### config.mk
export PLATFORM = sky130hd
export DESIGN_NAME = branch_predict_tracker
export DESIGN_NICKNAME = d
export VERILOG_FILES = /design/src/rtl/branch_predict_tracker.sv
export SDC_FILE = /design/constraint.sdc
export NUM_CORES = 1
export LEC_CHECK = 0
export BUFFER_PORTS_ARGS = -buffer_cell sky130_fd_sc_hd__buf_2
export CORE_ASPECT_RATIO = 1.1
export CORE_UTILIZATION = 50
export CTS_CLUSTER_DIAMETER = 40
export DETAILED_ROUTE_END_ITERATION = 10
export PLACE_DENSITY = 0.74
export SYNTH_ARGS = -nofsm -noshare
export SYNTH_HDL_FRONTEND = slang
export SYNTH_SLANG_ARGS = --single-unit
### constraint.sdc
create_clock -name clk -period 2.45 [get_ports clk]
set_clock_uncertainty 0.05 [all_clocks]
set_input_delay 0.49 -clock clk [delete_from_list [all_inputs] [get_ports clk]]
set_output_delay 0.49 -clock clk [all_outputs]
set_load 0.02 [all_outputs]
### src/rtl/branch_predict_tracker.sv
// In-order tracker for predicted conditional branches: fetch pushes {BHT index, prediction},
// EX pops the oldest entry, and the block raises mispredict flushes and BHT updates.
// Optional macro BPT_STATS_EN adds saturating branch and mispredict counters.
module branch_predict_tracker #(
  parameter int DEPTH = 4,
  parameter int IDX_W = 5,
  parameter int CNT_W = 16
) (
  input  logic                     clk,
  input  logic                     arst_n,
  input  logic                     fetch_valid,
  input  logic [IDX_W-1:0]         fetch_idx,
  input  logic                     fetch_pred,
  output logic                     fetch_stall,
  input  logic                     resolve_valid,
  input  logic                     resolve_taken,
  output logic                     mispredict,
  output logic                     mispred_taken,
  output logic                     upd_valid,
  output logic [IDX_W-1:0]         upd_addr,
  output logic                     upd_taken,
  output logic [$clog2(DEPTH):0]   occupancy,
  output logic                     underflow_err
`ifdef BPT_STATS_EN
  ,
  output logic [CNT_W-1:0]         stat_branches,
  output logic [CNT_W-1:0]         stat_mispred
`endif
);

  localparam int AW    = $clog2(DEPTH);
  localparam int PTR_W = AW + 1;

  if (DEPTH < 2 || (DEPTH & (DEPTH - 1)) != 0 || CNT_W < 1) begin : g_bad_param
    $error("branch_predict_tracker: DEPTH must be a power of 2 >= 2 and CNT_W >= 1");
  end

  // Each slot holds {BHT index, predicted direction}; contents need no reset.
  logic [IDX_W:0]     mem [DEPTH];
  logic [PTR_W-1:0]   wr_ptr;
  logic [PTR_W-1:0]   rd_ptr;
  logic [PTR_W-1:0]   wr_ptr_nxt;
  logic [PTR_W-1:0]   rd_ptr_nxt;
  logic               empty;
  logic               full;
  logic               pop;
  logic               push;
  logic               flush_now;
  logic               underflow;
  logic [IDX_W-1:0]   head_idx;
  logic               head_pred;

  assign empty     = (wr_ptr == rd_ptr);
  assign full      = (wr_ptr[AW-1:0] == rd_ptr[AW-1:0]) && (wr_ptr[AW] != rd_ptr[AW]);
  assign pop       = resolve_valid & ~empty;
  assign underflow = resolve_valid & empty;
  assign {head_idx, head_pred} = mem[rd_ptr[AW-1:0]];
  assign flush_now = pop & (head_pred != resolve_taken);

  // A pop in the same cycle frees the head slot, so a full FIFO can still accept.
  assign fetch_stall = full & ~pop;
  // A push alongside a flush belongs to the wrong path and is dropped.
  assign push        = fetch_valid & ~fetch_stall & ~flush_now;

  assign rd_ptr_nxt = rd_ptr + PTR_W'(pop);
  assign wr_ptr_nxt = flush_now ? rd_ptr + PTR_W'(1) : wr_ptr + PTR_W'(push);
  assign occupancy  = wr_ptr - rd_ptr;

  always_ff @(posedge clk) begin
    if (push) begin
      mem[wr_ptr[AW-1:0]] <= {fetch_idx, fetch_pred};
    end
  end

  // Registered stage: pointers, BHT update, flush pulse, sticky underflow.
  always_ff @(posedge clk or negedge arst_n) begin
    if (!arst_n) begin
      wr_ptr        <= '0;
      rd_ptr        <= '0;
      upd_valid     <= 1'b0;
      upd_addr      <= '0;
      upd_taken     <= 1'b0;
      mispredict    <= 1'b0;
      mispred_taken <= 1'b0;
      underflow_err <= 1'b0;
    end else begin
      wr_ptr        <= wr_ptr_nxt;
      rd_ptr        <= rd_ptr_nxt;
      upd_valid     <= pop;
      mispredict    <= flush_now;
      underflow_err <= underflow_err | underflow;
      if (pop) begin
        upd_addr  <= head_idx;
        upd_taken <= resolve_taken;
      end
      if (flush_now) begin
        mispred_taken <= resolve_taken;
      end
    end
  end

`ifdef BPT_STATS_EN
  function automatic logic [CNT_W-1:0] sat_inc(input logic [CNT_W-1:0] v);
    return (&v) ? v : v + CNT_W'(1);
  endfunction

  always_ff @(posedge clk or negedge arst_n) begin
    if (!arst_n) begin
      stat_branches <= '0;
      stat_mispred  <= '0;
    end else begin
      if (pop) begin
        stat_branches <= sat_inc(stat_branches);
      end
      if (flush_now) begin
        stat_mispred <= sat_inc(stat_mispred);
      end
    end
  end
`endif

endmodule

Word-level counts from Yosys, hierarchy flattened
Memory sizes are Yosys's and may differ from the RTL's.
Cells that the tools add are included.
W data, S select, Z words.
{"block": "classes", "add_sub_neg": 4, "n_mux": 3, "n_reduce_logical": 1, "eq_ne": 4, "n_bitwise": 11}
{"op": "$add A3 B1 Y3", "n": 2}
{"op": "$and A1 B1 Y1", "n": 6}
{"op": "$not A1 Y1", "n": 4}
{"op": "$add A3 B1 Y3 const B", "n": 1}
{"op": "$eq A3 B3 Y1", "n": 1}
{"op": "$mux W3", "n": 1}
{"op": "$sub A3 B3 Y3", "n": 1}
{"op": "$eq A2 B2 Y1", "n": 1}
{"op": "$mux W1", "n": 2}
{"op": "$ne A1 B1 Y1", "n": 2}
{"op": "$logic_and A1 B1 Y1", "n": 1}
{"op": "$or A1 B1 Y1", "n": 1}
{"block": "totals", "regBits": 16, "elab_cells": 32, "input_bits": 11, "n_memories": 1, "ramBits": 24, "out_inout_bits": 14}
{"memory": "mem", "depth": 4, "width": 6, "rd": 1, "rd_clocked_by_memory_dff": 0, "write_ports": 1, "line_no": "39", "rtl": "logic [IDX_W:0] mem [DEPTH];"}

Longest topological paths before layout
{"block": "logic_depth", "depth_word": 10, "ltp_mapped": 11, "mapped_depth_nobuf": 10}

Worst setup path before layout
No wires, ideal clock.
{"block": "synth_path", "path_kind": "reg-to-reg", "startpoint": "reg rd_ptr[0]", "endpoint": "reg wr_ptr[1]", "period_less_slack_ps": 2371, "path_slack_ps": 79, "t_required_ps": 2275, "arrival_time_ps": 2196, "stages_incl_launch_ff": 9, "setup_time_ps": 125, "path_buffers": 1, "path_cell_list": "dfrtp_1 -> buf_6 -> mux4_2 -> xnor2_4 -> o21ai_2 -> inv_1 -> ha_1 -> ha_1 -> mux2_4"}
{"block": "synth_between", "elab_chain_cells": 10, "word_cells_on_any_way": 17, "classes_between": "add/sub (2); eq/ne (3); mux (1); bitwise (9); reduce/logical (1); memory (1)"}
{"element": "from (decl)", "line_no": "41", "rtl": "logic [PTR_W-1:0] rd_ptr;"}
{"element": "from (signal assigned)", "line_no": "88", "rtl": "rd_ptr <= rd_ptr_nxt;"}
{"element": "$eq A3 B3 Y1", "line_no": "53", "rtl": "assign empty = (wr_ptr == rd_ptr);"}
{"element": "$not A1 Y1", "line_no": "55", "rtl": "assign pop = resolve_valid & ~empty;"}
{"element": "$and A1 B1 Y1", "line_no": "55"}
{"element": "$not A1 Y1", "line_no": "61", "rtl": "assign fetch_stall = full & ~pop;"}
{"element": "$and A1 B1 Y1", "line_no": "61"}
{"element": "$not A1 Y1", "line_no": "63", "rtl": "assign push = fetch_valid & ~fetch_stall & ~flush_now;"}
{"element": "$and A1 B1 Y1 (2 in series)", "line_no": "63"}
{"element": "$add A3 B1 Y3", "line_no": "66", "rtl": "assign wr_ptr_nxt = flush_now ? rd_ptr + PTR_W'(1) : wr_ptr + PTR_W'(push);"}
{"element": "$mux W3 (*)", "line_no": "66"}
{"element": "via wr_ptr_nxt[1]", "line_no": "42", "rtl": "logic [PTR_W-1:0] wr_ptr_nxt;"}
{"element": "to (signal assigned)", "line_no": "87", "rtl": "wr_ptr <= wr_ptr_nxt;"}
{"element": "to (decl)", "line_no": "40", "rtl": "logic [PTR_W-1:0] wr_ptr;"}
The timed path passes the listed nets; every way through them passes the cells marked *.
A chain may end at the register's enable or synchronous reset.

Worst setup path in the final report
{"block": "layout_path", "startpoint": "reg rd_ptr[0]", "endpoint": "out occupancy[2]"}
{"block": "layout_between", "elab_chain_cells": 1}
{"element": "$sub A3 B3 Y3", "line_no": "67", "rtl": "assign occupancy = wr_ptr - rd_ptr;"}
{"element": "to (decl)", "line_no": "22", "rtl": "output logic [$clog2(DEPTH):0] occupancy,"}
No other way between the ends.

==> impl_metrics.ini <==
[synthesis]
synth-edff-count = 24
synth-seq-area-share = 0.6531
yosysWarnings = 0
synthTopCellsByArea = edfxtp_1 (42%), dfrtp_1 (23%), mux4_1 (7.7%), ha_1 (5.1%), mux2_2 (3.3%)
synth_nets = 115
synthCells = 96
syn_area_per_cell_um2 = 17.88
async_flop_share = 0.4000
ys.flop_type = edfxtp_1
ys_ff_latch = 40
synth_area_mm2 = 0.001717
yosysTopAreaCellShare = 0.4198
yosysTopAreaCell = edfxtp_1
synth_cell_types = 27

[detailed_routing]
drc = 1
vias_per_cell = 5.438
vias = 919
totalWireLength_um = 2792
wire_per_inst_um = 16.52
drt_first_iter_violations = 29
dr.pass1.iters = 8
postRouteAntennaNets = 0

[floorplan]
die_x_um = 57.87
placementRows = 21
fp.dieArea_mm2 = 0.003672
io_pins = 25
start_util = 0.5444
core_mm2 = 0.003153
die_y_um = 63.46

[worst_setup_path]
crit_fanout = 5
critical-path-top-delay-family = adder cells
cp.arrival_ns = 1.81
required_ns = 1.91
slowest_stage = dfrtp_1
max_stage_delay_ns = 0.42
critPathBufInv = 2
path_common_cell = buf_4
critPathLaunchType = flop
crit_chain = buf_4 -> ha_1 -> fa_1 -> xnor2_1 -> buf_4
crit_path_end_kind = primary output
critical_path_class = reg -> out

[clock_tree]
clock_latency_ns = 0.35
tritoncts = yes
clkSinkCount = 40
htreeDepth = 2
cts_buffers = 5
path_clk_slew_ns = 0.12
cts_max_path_buffers = 2
post_cts_buffers = 0
root_buffer = clkbuf_4

[finish]
utilization = 0.6385
finalNetCount = 153
antenna_cells = 0
syn_to_final_growth_pct = 17.27
drive_gt1_frac = 0.3704

[timing]
setup-tns-final_ns = 0
layout_min_cycle_time_ns = 2.350
slew_headroom = 0.7407
rsz0062_at_grt = false
slew_violations = 0
hold_viol = 0
setup_violations = 0
fmax_mhz = 425.5
worstMarginPinSlew_ns = 0.3862
min_period_over_period = 0.9592

[power]
leakagePower_nw = 0.8434
vdd_drop_max_mv = 0.6457
power_density_mw_per_mm2 = 1398

[grt]
first_global_vias = 935
antenna_found_initial = 0
gr-total-overflow = 0
grt_pass1_wl_um = 4567
grtUsageTotal = 0.1820
grt_max_degree = 17

[outcome]
violations = design-rule violations
outcome = complete, but fails checks

[flow_run]
drv_cap = 0

[placement]
dpl.hpwl_um = 2086
io_buffers = 24
gp_congestion = 0.8144

[hold_path]
min_path_type = in -> reg
## path summary, 6_finish.rpt
check	startpoint	to	slack (ns)	depth (start not counted)
worst min register to register	underflow_err$_DFF_PN0_	underflow_err$_DFF_PN0_	0.44	1
worst max register to register	rd_ptr[0]$_DFF_PN0_	wr_ptr[1]$_DFF_PN0_	0.11	9
min in group asynchronous	arst_n	upd_addr[1]$_DFFE_PN0N_	0.52	2
worst max-delay path	rd_ptr[0]$_DFF_PN0_	occupancy[2]	0.1	5
max in group asynchronous	arst_n	rd_ptr[0]$_DFF_PN0_	1.56	2
worst min-delay path	fetch_idx[1]	mem[3][2]$_DFFE_PP_	0.29	1
## sequential cells by signal, summed over array words and instances (netlist names)
register	count
mispred_taken	1
upd_valid	1
upd_taken	1
upd_addr	5
wr_ptr	3
mispredict	1
rd_ptr	3
underflow_err	1
mem	24
## logic make-up (layout without fill, tap and decap cells)
kind of cell               count (synthesis)  count (layout)  share of synthesized area
buffers and inverters                      9              48                    0.02624
AOI/OAI and AO/OA                          8               8                    0.04228
muxes                                     13              13                     0.1370
xor gates and xnor gates                   7               7                    0.04665
DFF                                       40              40                     0.6531
adders and majority gates                  8               8                    0.06268
and+or+nand+nor                           11              11                    0.03207
## per-stage QoR
step	instance area (µm²)	hold WS (ns)	setup slack [ns]	std cells	total power, W
2_1_floorplan	1717	0.1444	0.07850	96	0.001997
3_3_place_gp	1921	0.3752	0.1905	160	0.002355
3_5_place_dp	1921	0.3781	0.1222	160	0.002399
4_1_cts	2011	0.2736	0.05299	169	0.002832
5_1_grt	2013	0.2693	0.007819	169	0.002996
6_report	2013	0.2892	0.09984	169	0.002814
## cell usage after synthesis (2+ instances only)
cell and number:
dfrtp_1 16, edfxtp_1 24, nand2_1 5, nor3_1 5, xnor2_1 4, xor2_1 2
inv_1 6, mux2_2 5, mux4_1 5, ha_1 7
## repair_timing
action,in CTS,in global routing
hold buffers,1,0
setup endpoints to repair,0,1
hold endpoints to repair,16,0
resized for setup,0,1
## final cells by class
type,count,area (µm²)
Clock buffer,5,37.54
Clock inverter,3,42.54
Fill cell,225,1140
Inverter,7,26.28
Multi-Input combinational cell,47,550.5
Sequential cell,40,1121
Tap cell,34,42.54
Timing Repair Buffer,33,192.7
## placed cells by master, fill, tap and decap left out, types with 2 or more instances in the layout
cell type	count
edfxtp_1	24
buf_2	23
dfrtp_1	16
buf_4	9
ha_1	7
inv_1	6
nand2_1	5
nor3_1	5
mux4_1	5
mux2_2	5
clkbuf_4	5
xnor2_1	4
xor2_1	2
clkinv_1	2
## metal layers
metal | track usage | wire length (µm)
met1 | 0.2077 | 1172
met2 | 0.2974 | 1426
met3 | 0.06776 | 131
met4 | 0.08929 | 61
met5 | 0 | 0
## power by group
part           internal, W  switching, W
sequential        0.000938      0.000123
combinational     0.000599      0.000722
clock             0.000213      0.000217
(Power assumes the default switching activity.)
